**src/rtl/branch_redirect_unit.sv**
```systemverilog
// branch_redirect_unit
//   Sits after the execute-stage branch unit. Each resolved branch is compared
//   against the prediction that travelled with it. A wrong next-PC causes:
//     - a one-cycle flush pulse;
//     - a redirect request to fetch, held until fetch accepts it;
//     - a short quiesce window in which wrong-path resolutions are dropped.
//   Every accepted resolution also produces one predictor-update record.
//
//   Redirect handshake: o_redirect_valid rises together with the flush pulse.
//   It stays high, with o_redirect_pc stable, until the first cycle in which
//   i_redirect_ready is high; it drops at the following edge. i_redirect_ready
//   has no effect while o_redirect_valid is low.
//
//   Optional feature, enabled by defining BRU_MISPRED_CNT_EN:
//     free-running branch and mispredict counters. When the macro is not
//     defined, both counter ports are tied to 0.
module branch_redirect_unit #(
    parameter int unsigned FLUSH_CYCLES = 2,
    parameter int unsigned PC_WIDTH     = 32
) (
    input  logic                i_clk,
    input  logic                i_rst_n,
    input  logic                i_e,
    input  logic [PC_WIDTH-1:0] i_pc,
    input  logic                i_taken,
    input  logic [PC_WIDTH-1:0] i_dest_pc,
    input  logic                i_pred_taken,
    input  logic [PC_WIDTH-1:0] i_pred_pc,
    output logic                o_flush,
    output logic                o_redirect_valid,
    output logic [PC_WIDTH-1:0] o_redirect_pc,
    input  logic                i_redirect_ready,
    output logic                o_upd_valid,
    output logic [PC_WIDTH-1:0] o_upd_pc,
    output logic                o_upd_taken,
    output logic [PC_WIDTH-1:0] o_upd_target,
    output logic                o_upd_mispred,
    output logic [31:0]         o_branch_cnt,
    output logic [31:0]         o_mispred_cnt
);

    typedef enum logic [1:0] {
        ST_IDLE     = 2'd0,
        ST_REDIRECT = 2'd1,
        ST_QUIESCE  = 2'd2
    } state_t;

    localparam logic [3:0] QUIESCE_LOAD = 4'(FLUSH_CYCLES);

    state_t              r_state;
    logic [3:0]          r_qcnt;
    logic                r_flush;
    logic                r_redirect_valid;
    logic [PC_WIDTH-1:0] r_redirect_pc;
    logic                r_upd_valid;
    logic [PC_WIDTH-1:0] r_upd_pc;
    logic                r_upd_taken;
    logic [PC_WIDTH-1:0] r_upd_target;
    logic                r_upd_mispred;

    logic w_mispred;
    logic w_accept;
    logic w_unused;

    // The direction prediction does not take part in the mispredict decision;
    // the next-PC comparison covers it.
    assign w_unused  = i_pred_taken;
    assign w_mispred = (i_dest_pc != i_pred_pc);
    assign w_accept  = i_e && (r_state == ST_IDLE);

    // Control FSM with registered flush, redirect and update outputs
    always_ff @(posedge i_clk or negedge i_rst_n) begin
        if (!i_rst_n) begin
            r_state          <= ST_IDLE;
            r_qcnt           <= '0;
            r_flush          <= 1'b0;
            r_redirect_valid <= 1'b0;
            r_redirect_pc    <= '0;
            r_upd_valid      <= 1'b0;
            r_upd_pc         <= '0;
            r_upd_taken      <= 1'b0;
            r_upd_target     <= '0;
            r_upd_mispred    <= 1'b0;
        end else begin
            r_flush     <= 1'b0;
            r_upd_valid <= 1'b0;
            case (r_state)
                ST_IDLE: begin
                    if (i_e) begin
                        r_upd_valid   <= 1'b1;
                        r_upd_pc      <= i_pc;
                        r_upd_taken   <= i_taken;
                        r_upd_target  <= i_dest_pc;
                        r_upd_mispred <= w_mispred;
                        if (w_mispred) begin
                            r_flush          <= 1'b1;
                            r_redirect_valid <= 1'b1;
                            r_redirect_pc    <= i_dest_pc;
                            r_state          <= ST_REDIRECT;
                        end
                    end
                end
                ST_REDIRECT: begin
                    if (i_redirect_ready) begin
                        r_redirect_valid <= 1'b0;
                        if (FLUSH_CYCLES == 0) begin
                            r_state <= ST_IDLE;
                        end else begin
                            r_qcnt  <= QUIESCE_LOAD;
                            r_state <= ST_QUIESCE;
                        end
                    end
                end
                ST_QUIESCE: begin
                    if (r_qcnt <= 4'd1) begin
                        r_qcnt  <= '0;
                        r_state <= ST_IDLE;
                    end else begin
                        r_qcnt <= r_qcnt - 4'd1;
                    end
                end
                default: begin
                    r_state <= ST_IDLE;
                end
            endcase
        end
    end

`ifdef BRU_MISPRED_CNT_EN
    logic [31:0] r_branch_cnt;
    logic [31:0] r_mispred_cnt;

    // Statistics: count accepted resolutions and accepted mispredicts
    always_ff @(posedge i_clk or negedge i_rst_n) begin
        if (!i_rst_n) begin
            r_branch_cnt  <= '0;
            r_mispred_cnt <= '0;
        end else if (w_accept) begin
            r_branch_cnt <= r_branch_cnt + 32'd1;
            if (w_mispred) begin
                r_mispred_cnt <= r_mispred_cnt + 32'd1;
            end
        end
    end

    assign o_branch_cnt  = r_branch_cnt;
    assign o_mispred_cnt = r_mispred_cnt;
`else
    logic w_unused_accept;
    assign w_unused_accept = w_accept;
    assign o_branch_cnt    = 32'd0;
    assign o_mispred_cnt   = 32'd0;
`endif

    assign o_flush          = r_flush;
    assign o_redirect_valid = r_redirect_valid;
    assign o_redirect_pc    = r_redirect_pc;
    assign o_upd_valid      = r_upd_valid;
    assign o_upd_pc         = r_upd_pc;
    assign o_upd_taken      = r_upd_taken;
    assign o_upd_target     = r_upd_target;
    assign o_upd_mispred    = r_upd_mispred;

endmodule

```
**config.mk**
```make
export PLATFORM = sky130hd
export DESIGN_NAME = branch_redirect_unit
export DESIGN_NICKNAME = d
export VERILOG_FILES = /design/src/rtl/branch_redirect_unit.sv
export SDC_FILE = /design/constraint.sdc
export NUM_CORES = 1
export LEC_CHECK = 0
export CAP_MARGIN = 30
export CORE_AREA = 4 4 133 135
export CTS_CLUSTER_DIAMETER = 150
export DETAILED_ROUTE_END_ITERATION = 8
export DIE_AREA = 0 0 137 139
export GPL_ROUTABILITY_DRIVEN = 0
export PLACE_DENSITY_LB_ADDON = 0.15
export SLEW_MARGIN = 20
export SYNTH_ARGS = -nofsm -noshare
export SYNTH_HDL_FRONTEND = slang
export SYNTH_SLANG_ARGS = --single-unit
```
**constraint.sdc**
```tcl
create_clock -name i_clk -period 2.2 [get_ports i_clk]
set_input_delay 0.22 -clock i_clk [delete_from_list [all_inputs] [get_ports i_clk]]
set_output_delay 0.22 -clock i_clk [all_outputs]
set_load 0.1 [all_outputs]
```
* Word-level counts from Yosys, hierarchy flattened
Index checks and enable logic that the tools add are counted.
** Word-level totals
- Input bits :: 102
- Bits in registers :: 107
- Output and inout bits :: 165
- Logic and storage cells :: 44
** Cells by class
- Mux-type cells :: 17
- $add $sub $neg :: 1
- Magnitude comparators :: 1
- Equality and inequality tests :: 7
- Reduce and logical (&&, ||, !) cells :: 8
** Operators with widths (number)
- $ne A32 B32 Y1 :: 1
- $mux W1 :: 8
- $mux W2 :: 4
- $mux W4 :: 2
- $ne A2 B2 Y1 const B :: 4
- $pmux W4 S2 :: 1
- $reduce_and A4 Y1 :: 2
- $pmux W2 S3 :: 1
- $le A4 B1 Y1 const B :: 1
- $reduce_and A2 Y1 :: 2
- $reduce_bool A2 Y1 :: 2
- $sub A4 B1 Y4 const B :: 1
- $reduce_and A3 Y1 :: 1
- $eq A2 B1 Y1 const B :: 1
- $eq A2 B2 Y1 const B :: 1
- $logic_not A2 Y1 :: 1
- $pmux W1 S2 :: 1

* Depth between registers and ports, before layout
- Depth in word-level cells :: 4
- Depth in mapped cells :: 7
- Mapped depth without buffers :: 7

* Worst setup path before layout
OpenSTA, ideal clock, no wires.
- Kind :: register to register
- Start :: reg r_qcnt[0]
- End :: reg r_qcnt[3]
- Setup slack :: 0.374 ns
- Arrival time :: 1.665 ns
- Setup time :: 0.161 ns
- Period minus slack after synthesis :: 1.826 ns
- Data required time :: 2.039 ns
- Stages on the path, launching flop included :: 8
- Cells stage by stage :: dfrtp_1 > inv_1 > ha_1 > nor2_1 > o311ai_0 > o21ai_0 > nand2_1 > o21ai_0
** Between the ends
- Cells in the longest elaborated chain, start to end :: 3
- Elaborated cells on any way between the ends :: 4
- Those cells by class :: add/sub: 1; order compare: 1; mux: 2
** RTL lines
- from (decl) :: line 51 : logic [3:0] r_qcnt;
- from (signal assigned) :: line 119 : r_qcnt <= r_qcnt - 4'd1;
- $sub A4 B1 Y4 or $le A4 B1 Y1 (tied branches) :: line 119, 115
- $mux W4 (*) :: line 115 : if (r_qcnt <= 4'd1) begin
- $pmux W4 S2 (*) :: line 87 : case (r_state)
Mark *: on every way between the ends. The rest lies on a longest branch, timed or not.
A chain may end at the register's enable or synchronous reset.

* Final worst setup path
- Start :: in i_dest_pc[20]
- End :: reg r_redirect_pc[3], in the netlist o_redirect_pc[3]
** Between the ends
- Cells in the longest elaborated chain, start to end :: 2
** RTL lines
- from (decl) :: line 26 : input logic [PC_WIDTH-1:0] i_dest_pc,
- $ne A32 B32 Y1 :: line 68 : assign w_mispred = (i_dest_pc != i_pred_pc);
- $reduce_and A3 Y1 (no line)
- to (signal assigned) :: line 98 : r_redirect_pc <= i_dest_pc;
- to (decl) :: line 54 : logic [PC_WIDTH-1:0] r_redirect_pc;
Every way passes these cells.

==> impl_metrics.toml <==
[floorplanning]
io_pins = 267
die_y_um = 139
dieArea_mm2 = 0.0190
die_w_um = 137
core_mm2 = 0.0165
start_util_pct = 29.7
rows = 47

[route]
first_pass_iters = 5
drt-vias-per-instance = 4.09
vias = 3364
ant_nets = 0
drt_iter0_drc = 80
drcViolationCount = 0
post_drt_wl_per_cell_um = 15.5
routed_wl_um = 12800

[outcome]
status = "complete, no violations"

[layout]
drive_gt1_share_pct = 43.1
post-route-util_pct = 44.3
design_area_mm2 = 0.00730
diodes = 0
nets = 702
area_growth_pct = 49.3

[global_routing]
grtUsageTotal_pct = 13.4
grt_first_pass_wirelength_um = 19700
first_global_vias = 3625
antenna_found_initial = 0
grt-ovfl-total = 0
grt_max_degree = 54

[timing]
tns_ns = 0
fmax_mhz = 467
fin_crit_sh_pct = 97.3
hold_ws_ns = 0.328
fin_crit_ns = 2.14
finalSetupViolCount = 0
maxSlewViolCount = 0
hold_viol_final = 0
rsz0062_at_grt = "true"
finClkSkew_ns = 0.0112

[placement]
placed_area_mm2 = 0.00697
place_hpwl_um = 9930
io_buffers = 201

[setup_path]
path_cells = "clkdlybuf4s50_1, xor2_1, nor4_2, buf_4, nand4_1, o21ai_4, buf_12, mux2_2"
cp.arrival_ns = 2.37
cp_top_family = "buffers and inverters"
cp_data_required_time_ns = 2.43
worst_setup_path_end_kind = "flop"
crit_path_start_kind = "input pin"
setup.worst_path.class = "in2reg"
slowest_delay_ns = 0.44
critPathBufInv = 3
worst_path_max_delay_cell = "clkdlybuf4s50_1"
crit_fanout = 26

[worst_hold_path]
hold_class = "in2async"

[synthesis]
synthFlopType = "dfrtp_1"
synth_top_cell_area_share_pct = 54.8
synth_edf_count = 0
synth_seq_area_share_pct = 54.8
ys_seq_elements = 107
ys_warn_count = 0
async_reset_ff_share_pct = 100
syn_inst = 354
ys_types = 27
synth_top_area_cell = "dfrtp_1"
yosysMostFrequentCell = "dfrtp_1"
synth_area_leaders = "dfrtp_1 (55%), mux2_2 (21%), buf_4 (9.8%), xor2_1 (5.7%), mux2_4 (1.8%)"
synthTopCellsByCount = "dfrtp_1 (107), mux2_2 (91), buf_4 (64), xor2_1 (32), nor4_1 (8)"
avgSynthCellArea_um2 = 13.8
synth_area_mm2 = 0.00489

[flow_run]
max-cap-violations = 0

[clock_tree]
clock_path_buffers = 2
cts.sink_count = 107
postCtsSetupRepairBufs = 0
path_clk_slew_ns = 0.08
cts_tree = "yes"
clock_latency_ns = 0.35
htreeDepth = 3
numCtsBuffers = 9
root_buffer = "clkbuf_16"
-- state kept, by name, summed over array words and instances (netlist names) --
name,count
o_flush,1
o_upd_target,32
o_upd_mispred,1
o_upd_valid,1
o_redirect_pc,32
o_upd_taken,1
r_state,2
r_qcnt,4
o_redirect_valid,1
o_upd_pc,32
-- kinds of logic (layout without fill, tap and decap cells) --
family,Yosys count,in the layout,share of synthesized area (%)
compound gates,11,11,1.56
fa+ha+maj,2,2,0.512
mux,98,98,23.0
other cells,1,64,0.0767
buf+inv,81,267,11.9
simple gates,22,22,2.46
xor+xnor,32,32,5.73
flops,107,107,54.8
-- what timing repair did --
action,CTS,global route
cloned,0,0
endpoints found under the setup margin,27,1
hold buffers,1,0
endpoints found under the hold margin,26,0
resized for setup,2,0
-- cell usage in the layout (no fill, tap or decap) --
cell type,count
nor4_1,6
clkdlybuf4s50_1,99
ha_1,2
mux2_4,6
nor4_2,2
buf_4,141
buf_12,4
inv_1,6
conb_1,64
a21oi_1,1
xor2_1,32
mux2i_1,1
and3_2,1
o221ai_1,1
clkbuf_1,2
dfrtp_1,107
nand4_1,2
clkbuf_16,9
o31ai_1,1
nand2b_1,2
nor3_1,1
nand2_1,6
o311ai_0,1
inv_6,2
o21ai_0,6
mux2_2,91
bufinv_16,1
inv_8,1
clkinv_4,1
nor2_1,1
nand3b_1,1
o21ai_4,1
dlygate4sd3_1,1
-- path summary, 6_finish.rpt --
path | start | end | slack [ns] | cells after the start
setup / recovery | i_dest_pc[20] | o_redirect_pc[3] | 0.06 | 8
hold / removal | i_rst_n | o_redirect_pc[13] | 0.33 | 2
setup reg to reg | r_state[0] | o_upd_pc[1] | 0.51 | 4
hold reg to reg | o_redirect_valid | o_redirect_valid | 0.49 | 2
max in group asynchronous | i_rst_n | o_redirect_pc[17] | 1.17 | 3
min in group i_clk | i_pc[29] | o_upd_pc[29] | 0.47 | 2
-- layer usage --
| layer | global-route usage [%] | up-vias | share of wire, % |
|---|---|---|---|
| met5 | 0 | - | 0 |
| met4 | 3.62 | 0 | 1.3 |
| met3 | 4.93 | 10 | 8.3 |
| met2 | 24.1 | 143 | 54 |
| met1 | 14.7 | 1643 | 36 |
| li1 | - | 1568 | - |
-- cell type report --
| cell class | count | area (um2) |
|---|---|---|
| sequential | 107 | 2680 |
| tap | 220 | 275 |
| clock buffer | 11 | 233 |
| inverter | 6 | 22.5 |
| multi-input combinational | 229 | 1880 |
| fill | 1579 | 9170 |
| timing repair buffer | 245 | 2140 |
| clock inverter | 5 | 67.6 |
-- per-stage QoR --
stage / worst slack [ns] / std cells
3_5_place_dp: -0.417 / 806
6_report: 0.0584 / 823
5_1_grt: -0.00541 / 823
4_1_cts: 0.0397 / 823
3_3_place_gp: -0.423 / 806
2_1_floorplan: 0.374 / 417
Power is not shown: default switching activity piles up to over one toggle a cycle in this logic, so the estimate is an artifact.
